--- src/rtl/divisor_secuencial.sv ---
// ---------------------------------------------------------------------------
// divisor_secuencial
//
// Multi-cycle unsigned divider using restoring shift-and-subtract. A single
// (WIDTH+1)-bit subtractor is reused over WIDTH iterations; the carry-out of
// each trial subtraction (1 = no borrow) becomes the next quotient bit.
// Operands are exchanged through a start/done handshake.
//
// Ports:
//   clk        rising-edge clock
//   rst_n      asynchronous active-low reset
//   start      division request, sampled on a rising clk edge (IDLE/FIN only)
//   dividendo  unsigned dividend, captured on an accepted start
//   divisor    unsigned divisor, captured on an accepted start
//   busy       high while iterating
//   done       one-cycle pulse when cociente/residuo become valid
//   cociente   quotient (all ones on divide-by-zero)
//   residuo    remainder (dividend on divide-by-zero)
//   div_cero   divisor was zero for the last accepted operation
//
// Latency: accept edge is edge 0; done rises after edge WIDTH, or after
// edge 0 when the divisor is zero. Results hold until the next completion.
// ---------------------------------------------------------------------------
module divisor_secuencial #(
  parameter int WIDTH = 5
) (
  input  logic             clk,
  input  logic             rst_n,
  input  logic             start,
  input  logic [WIDTH-1:0] dividendo,
  input  logic [WIDTH-1:0] divisor,
  output logic             busy,
  output logic             done,
  output logic [WIDTH-1:0] cociente,
  output logic [WIDTH-1:0] residuo,
  output logic             div_cero
);

  localparam int CW = (WIDTH > 1) ? $clog2(WIDTH) : 1;
  localparam logic [CW-1:0] CNT_LAST = CW'(WIDTH - 1);

  typedef enum logic [1:0] {
    IDLE = 2'd0,
    CALC = 2'd1,
    FIN  = 2'd2
  } state_t;

  state_t           state, state_nx;

  // r: partial remainder, one bit wider than the operands so the trial
  // value T always fits. q: dividend shifting out / quotient shifting in.
  logic [WIDTH:0]   r, r_nx;
  logic [WIDTH-1:0] q, q_nx;
  logic [WIDTH-1:0] dvs, dvs_nx;
  logic [CW-1:0]    cnt, cnt_nx;

  logic             busy_nx, done_nx, div_cero_nx;
  logic [WIDTH-1:0] cociente_nx, residuo_nx;

  logic [WIDTH:0]   t;
  logic [WIDTH:0]   d;
  logic [WIDTH+1:0] sum;
  logic             no_borrow;
  logic [WIDTH:0]   q_sh;

  // Trial subtraction T - divisor done as T + ~divisor + 1 at WIDTH+1 bits;
  // the extra top bit of the sum is the carry-out, which is 1 exactly when
  // T >= divisor.
  always_comb begin
    t         = {r[WIDTH-1:0], q[WIDTH-1]};
    sum       = {1'b0, t} + {1'b0, ~{1'b0, dvs}} + {{(WIDTH+1){1'b0}}, 1'b1};
    d         = sum[WIDTH:0];
    no_borrow = sum[WIDTH+1];
    q_sh      = {q, no_borrow};
  end

  // Next-state and next-output logic. Every register defaults to holding
  // its value, so results stay stable from done until the next completion.
  always_comb begin
    state_nx    = state;
    r_nx        = r;
    q_nx        = q;
    dvs_nx      = dvs;
    cnt_nx      = cnt;
    busy_nx     = busy;
    done_nx     = done;
    div_cero_nx = div_cero;
    cociente_nx = cociente;
    residuo_nx  = residuo;

    case (state)
      IDLE, FIN: begin
        if (start) begin
          dvs_nx = divisor;
          r_nx   = '0;
          q_nx   = dividendo;
          cnt_nx = CNT_LAST;
          if (divisor == '0) begin
            // Divide-by-zero completes immediately without iterating.
            state_nx    = FIN;
            busy_nx     = 1'b0;
            done_nx     = 1'b1;
            div_cero_nx = 1'b1;
            cociente_nx = '1;
            residuo_nx  = dividendo;
          end else begin
            state_nx    = CALC;
            busy_nx     = 1'b1;
            done_nx     = 1'b0;
            div_cero_nx = 1'b0;
          end
        end else if (state == FIN) begin
          state_nx = IDLE;
          done_nx  = 1'b0;
        end
      end

      CALC: begin
        // Restoring step: keep the difference only when it did not borrow.
        r_nx = no_borrow ? d : t;
        q_nx = q_sh[WIDTH-1:0];
        if (cnt == '0) begin
          // Last iteration publishes the freshly computed values directly.
          cociente_nx = q_sh[WIDTH-1:0];
          residuo_nx  = no_borrow ? d[WIDTH-1:0] : t[WIDTH-1:0];
          busy_nx     = 1'b0;
          done_nx     = 1'b1;
          state_nx    = FIN;
        end else begin
          cnt_nx = cnt - CW'(1);
        end
      end

      default: begin
        state_nx = IDLE;
        busy_nx  = 1'b0;
        done_nx  = 1'b0;
      end
    endcase
  end

  // State and datapath registers; reset clears everything, even mid-division.
  always_ff @(posedge clk or negedge rst_n) begin
    if (!rst_n) begin
      state    <= IDLE;
      r        <= '0;
      q        <= '0;
      dvs      <= '0;
      cnt      <= '0;
      busy     <= 1'b0;
      done     <= 1'b0;
      div_cero <= 1'b0;
      cociente <= '0;
      residuo  <= '0;
    end else begin
      state    <= state_nx;
      r        <= r_nx;
      q        <= q_nx;
      dvs      <= dvs_nx;
      cnt      <= cnt_nx;
      busy     <= busy_nx;
      done     <= done_nx;
      div_cero <= div_cero_nx;
      cociente <= cociente_nx;
      residuo  <= residuo_nx;
    end
  end

endmodule

--- config.mk ---
export PLATFORM = sky130hd
export DESIGN_NAME = divisor_secuencial
export DESIGN_NICKNAME = d
export VERILOG_FILES = /design/src/rtl/divisor_secuencial.sv
export SDC_FILE = /design/constraint.sdc
export NUM_CORES = 1
export LEC_CHECK = 0
export ABC_AREA = 1
export CAP_MARGIN = 20
export CORE_ASPECT_RATIO = 0.7
export CORE_UTILIZATION = 53
export CTS_CLUSTER_DIAMETER = 40
export DETAILED_ROUTE_END_ITERATION = 6
export GPL_TIMING_DRIVEN = 0
export PLACE_DENSITY_LB_ADDON = 0.2
export SYNTH_ARGS = -nofsm -noshare
export SYNTH_HDL_FRONTEND = slang
export SYNTH_SLANG_ARGS = --single-unit
--- constraint.sdc ---
create_clock -name clk -period 2.3 [get_ports clk]
set_clock_uncertainty 0.15 [all_clocks]
set_input_delay 0.69 -clock clk [delete_from_list [all_inputs] [get_ports clk]]
set_output_delay 0.69 -clock clk [all_outputs]
set_load 0.05 [all_outputs]
* Yosys cells after proc, flatten, opt, wreduce, memory -nomap -nowiden
Cells that the tools add are included.
** Word-level totals
- Register bits :: 33
- Bits of input ports :: 13
** Operators by class
- Add/sub/neg operators :: 3
- Equal/unequal tests :: 7
- Muxes and demuxes :: 31
- Bitwise gates (word level) :: 1
- Reduce and logical (&&, ||, !) cells :: 11
** Operators by type and width (number)
- $mux 5 :: 10
- $pmux 5 s2 :: 4
- $mux 2 :: 4
- $ne 2x2->1 const B :: 4
- $reduce_and 2->1 :: 4
- $add 6x6->7 :: 1
- $add 7x1->7 const B :: 1
- $mux 1 :: 7
- $mux 3 :: 2
- $not 5->6 :: 1
- $pmux 3 s2 :: 1
- $logic_not 5->1 :: 1
- $pmux 1 s2 :: 2
- $pmux 2 s2 :: 1
- $reduce_and 4->1 :: 1
- $logic_not 3->1 :: 1
- $ne 3x3->1 const B :: 1
- $reduce_and 3->1 :: 1
- $sub 3x1->3 const B :: 1
- $eq 2x1->1 const B :: 1
- $eq 2x2->1 const B :: 1
- $logic_not 2->1 :: 1
- $reduce_bool 2->1 :: 1
- $reduce_or 2->1 :: 1

* Logic depth before layout (Yosys ltp)
- Depth after elaboration :: 6
- Gate-level depth with buffers :: 12
- Gate-level depth less buffers :: 12

* Worst setup path before layout
No wires, ideal clock.
- Path kind :: flip-flop to flip-flop
- From :: register q[4]
- To :: register residuo[0]
- Setup time :: 118 ps
- Arrival :: 1589 ps
- Data required time :: 2032 ps
- Path slack :: 443 ps
- Cell stages (with the launch flop) :: 13
- Path buffers :: 0
- Cell sequence :: dfrtp_1 inv_1 ha_1 inv_1 fa_1 nand2_1 nand2_1 nand3_2 nand2_2 nand3b_1 nand3_1 nand2_1 nand2_1
** Between the ends
- Cells in the longest elaborated chain, start to end :: 5
** Ends and longest elaborated chain
- start, declared :: line 53 : logic [WIDTH-1:0] q, q_nx;
- start signal, assigned :: line 158 : q <= q_nx;
- $add 6x6->7 :: line 71 : sum = {1'b0, t} + {1'b0, ~{1'b0, dvs}} + {{(WIDTH+1){1'b0}}, 1'b1};
- $add 7x1->7 :: line 71
- $mux 5 * :: line 125 : residuo_nx = no_borrow ? d[WIDTH-1:0] : t[WIDTH-1:0];
- $mux 5 * :: line 122 : if (cnt == '0) begin
- $pmux 5 s2 * :: line 91 : case (state)
- end signal, assigned :: line 165 : residuo <= residuo_nx;
- end, declared :: line 35 : output logic [WIDTH-1:0] residuo,
Every way passes the cells marked *; elsewhere a longest branch is shown, timed or not. The select of a mux whose other input is x is not followed.
A chain may end at the register's enable or synchronous reset.

* Final worst setup path
- From :: register residuo[4]
- To :: output port residuo[4]
No word-level cell between the ends.

==> flow_summary.ini <==
[setup_path]
r2r-start = q[4]
cp-start-kind = flip-flop
reg2reg_depth = 12
crit_chain = clkdlybuf4s50_1
reg2reg_to = residuo[0]
end_kind = primary output
cp_num_buf_inv = 1
arrival_ns = 1.45
crit_slowest_cell = clkdlybuf4s50_1
ff2ff_setup_slack_ns = 0.21
slowest_delay_ns = 0.80
required_ns = 1.46
critPathTopFamily = buffers and inverters
crit_path_max_fanout = 2
crit_type = flip-flop to primary output

[placement]
io_buffers = 25
placed_cell_area_um2 = 1937
dp_hpwl_mm = 2.591
gp_congestion = 0.8520

[finish]
layout_commonest_cell = nand2_1
final_core_util_pct = 71.92
synthToLayoutAreaGrowth_pct = 25.91
fin_nets = 246
drive_gt1_share_pct = 10.62
final_cell_mix = nand2_1 (57), dfrtp_1 (32), inv_1 (21), clkdlybuf4s50_1 (17), nand3_1 (16)
antenna_cells = 0
stdcell_area_um2 = 2073

[global_routing]
grt_first_pass_wirelength_mm = 6.161
first_global_vias = 1404
grt_max_degree = 33
antenna_found_initial = 0
track_usage_pct = 25.26
grt-ovfl-total = 0

[detailed_routing]
wl_mm = 3.641
viasPerCell = 5.569
highest_layer = met4
vias = 1459
drc_errors = 0
met3WireLength_um = 276
drt_iter0_markers = 151
drtPass1Iterations = 7
wl_per_cell_um = 13.90
postRouteAntennaNets = 0
met2_length_mm = 1.689
met1Wirelength_mm = 1.621

[synth]
ys_warn_count = 0
syn-num-nets = 214
synth_cells = 193
seq_area_frac_synth_pct = 48.63
ys_types = 28
synth_area_um2 = 1647
synthTopCellsByArea = dfrtp_1 (49%), nand2_1 (13%), ha_1 (5.3%)
ys_ff_latch = 32
synth_top_area_share_pct = 48.63
synth_top_cell_by_area = dfrtp_1
synth_area_per_cell_um2 = 8.531

[floorplan]
ioPinCount = 26
rows = 16
floorplan.initialDensity_pct = 57.12
core_um2 = 2883
die_w_um = 68.62
die_h_um = 48.64
dieArea_um2 = 3337

[clock_tree]
cts_tree = built
holdBufCountCts = 0
clkTransAtPathRegs_ns = 0.07
h-tree-depth = 2
cts_sinks = 32
clock-root-buffer = clkbuf_8
clk_latency_ns = 0.28
clockBufferDepth = 2
post-cts-setup-buffers = 0
cts_buffers = 5

[timing]
worstMarginPinSlew_ns = 0.7063
setup_violations = 0
finalCritPeriodShare_pct = 99.52
maxSlewViolCount = 0
fin_setup_tns_ns = 0
rsz0062_at_grt = no
hold_viol = 0
final.min_clock_period_ns = 2.289
slew_headroom_pct = 52.91
fmax_ghz = 0.4369

[hold_path]
hold_class = primary input to async pin

[run]
drv_cap = 0

[run_status]
status = completed
[worst max-delay path by stage]
stage,startpoint,end,cells after the start
finish,residuo[4],residuo[4],1
global route,residuo[4],residuo[4],1
detailed placement,divisor[3],residuo[3],9
floorplan,q[4],residuo[0],12
global placement,rst_n,cociente[4],1
CTS,residuo[0],residuo[0],1
[registers in the layout, indices dropped and copies added, names as in the netlist]
signal    flops
busy          1
r             5
residuo       5
div_cero      1
cnt           3
cociente      5
state         2
dvs           5
q             5
[cell type report]
type	count	area, um2
Fill cell	243	809.5
Sequential cell	32	800.8
Multi-Input combinational cell	133	739.5
Timing Repair Buffer	25	259.0
Inverter	26	105.1
Clock buffer	6	72.57
Tap cell	36	45.04
Clock inverter	2	35.03
Buffer	2	16.27
[through the flow]
stage / hold slack (ns) / cells / setup slack [ns]
3_5_place_dp: 0.3180 / 254 / 0.1087
4_1_cts: 0.3320 / 262 / 0.0005211
3_3_place_gp: 0.3037 / 254 / -0.2228
2_1_floorplan: 0.2444 / 193 / 0.4430
5_1_grt: 0.3507 / 262 / 0.0001014
6_report: 0.3030 / 262 / 0.01110
[synthesized netlist by cell type, drive strengths merged]
cell    instances
a21boi          1
a21oi           4
a22oi           3
a31oi           1
buf             2
dfrtp          32
fa              1
ha              7
inv            26
nand2          61
nand3          19
nand3b          2
nand4           4
nor2           14
o21a            1
o21ai          11
or2             3
xor2            1
[kinds of logic (layout without fill, tap and decap cells)]
logic type,count (synthesis),in the layout,share of synthesized area [%]
buf+inv,28,61,7.371
xor+xnor,1,1,0.5320
flops,32,32,48.63
simple gates,103,103,29.71
fa+ha+maj,8,8,6.535
compound gates,21,21,7.219
[layer usage]
layer | global-route usage [%] | vias up
li1 | - | 686
met1 | 35.94 | 700
met2 | 37.42 | 62
met5 | 0 | -
met4 | 7.639 | 0
met3 | 6.604 | 11
[what timing repair did]
| action | in CTS | in global routing |
|---|---|---|
| cloned | 0 | 0 |
| resized for setup | 1 | 9 |
| setup endpoints to repair | 1 | 10 |
Power is not shown: default switching activity piles up to over one toggle a cycle in this logic, so the estimate is an artifact.
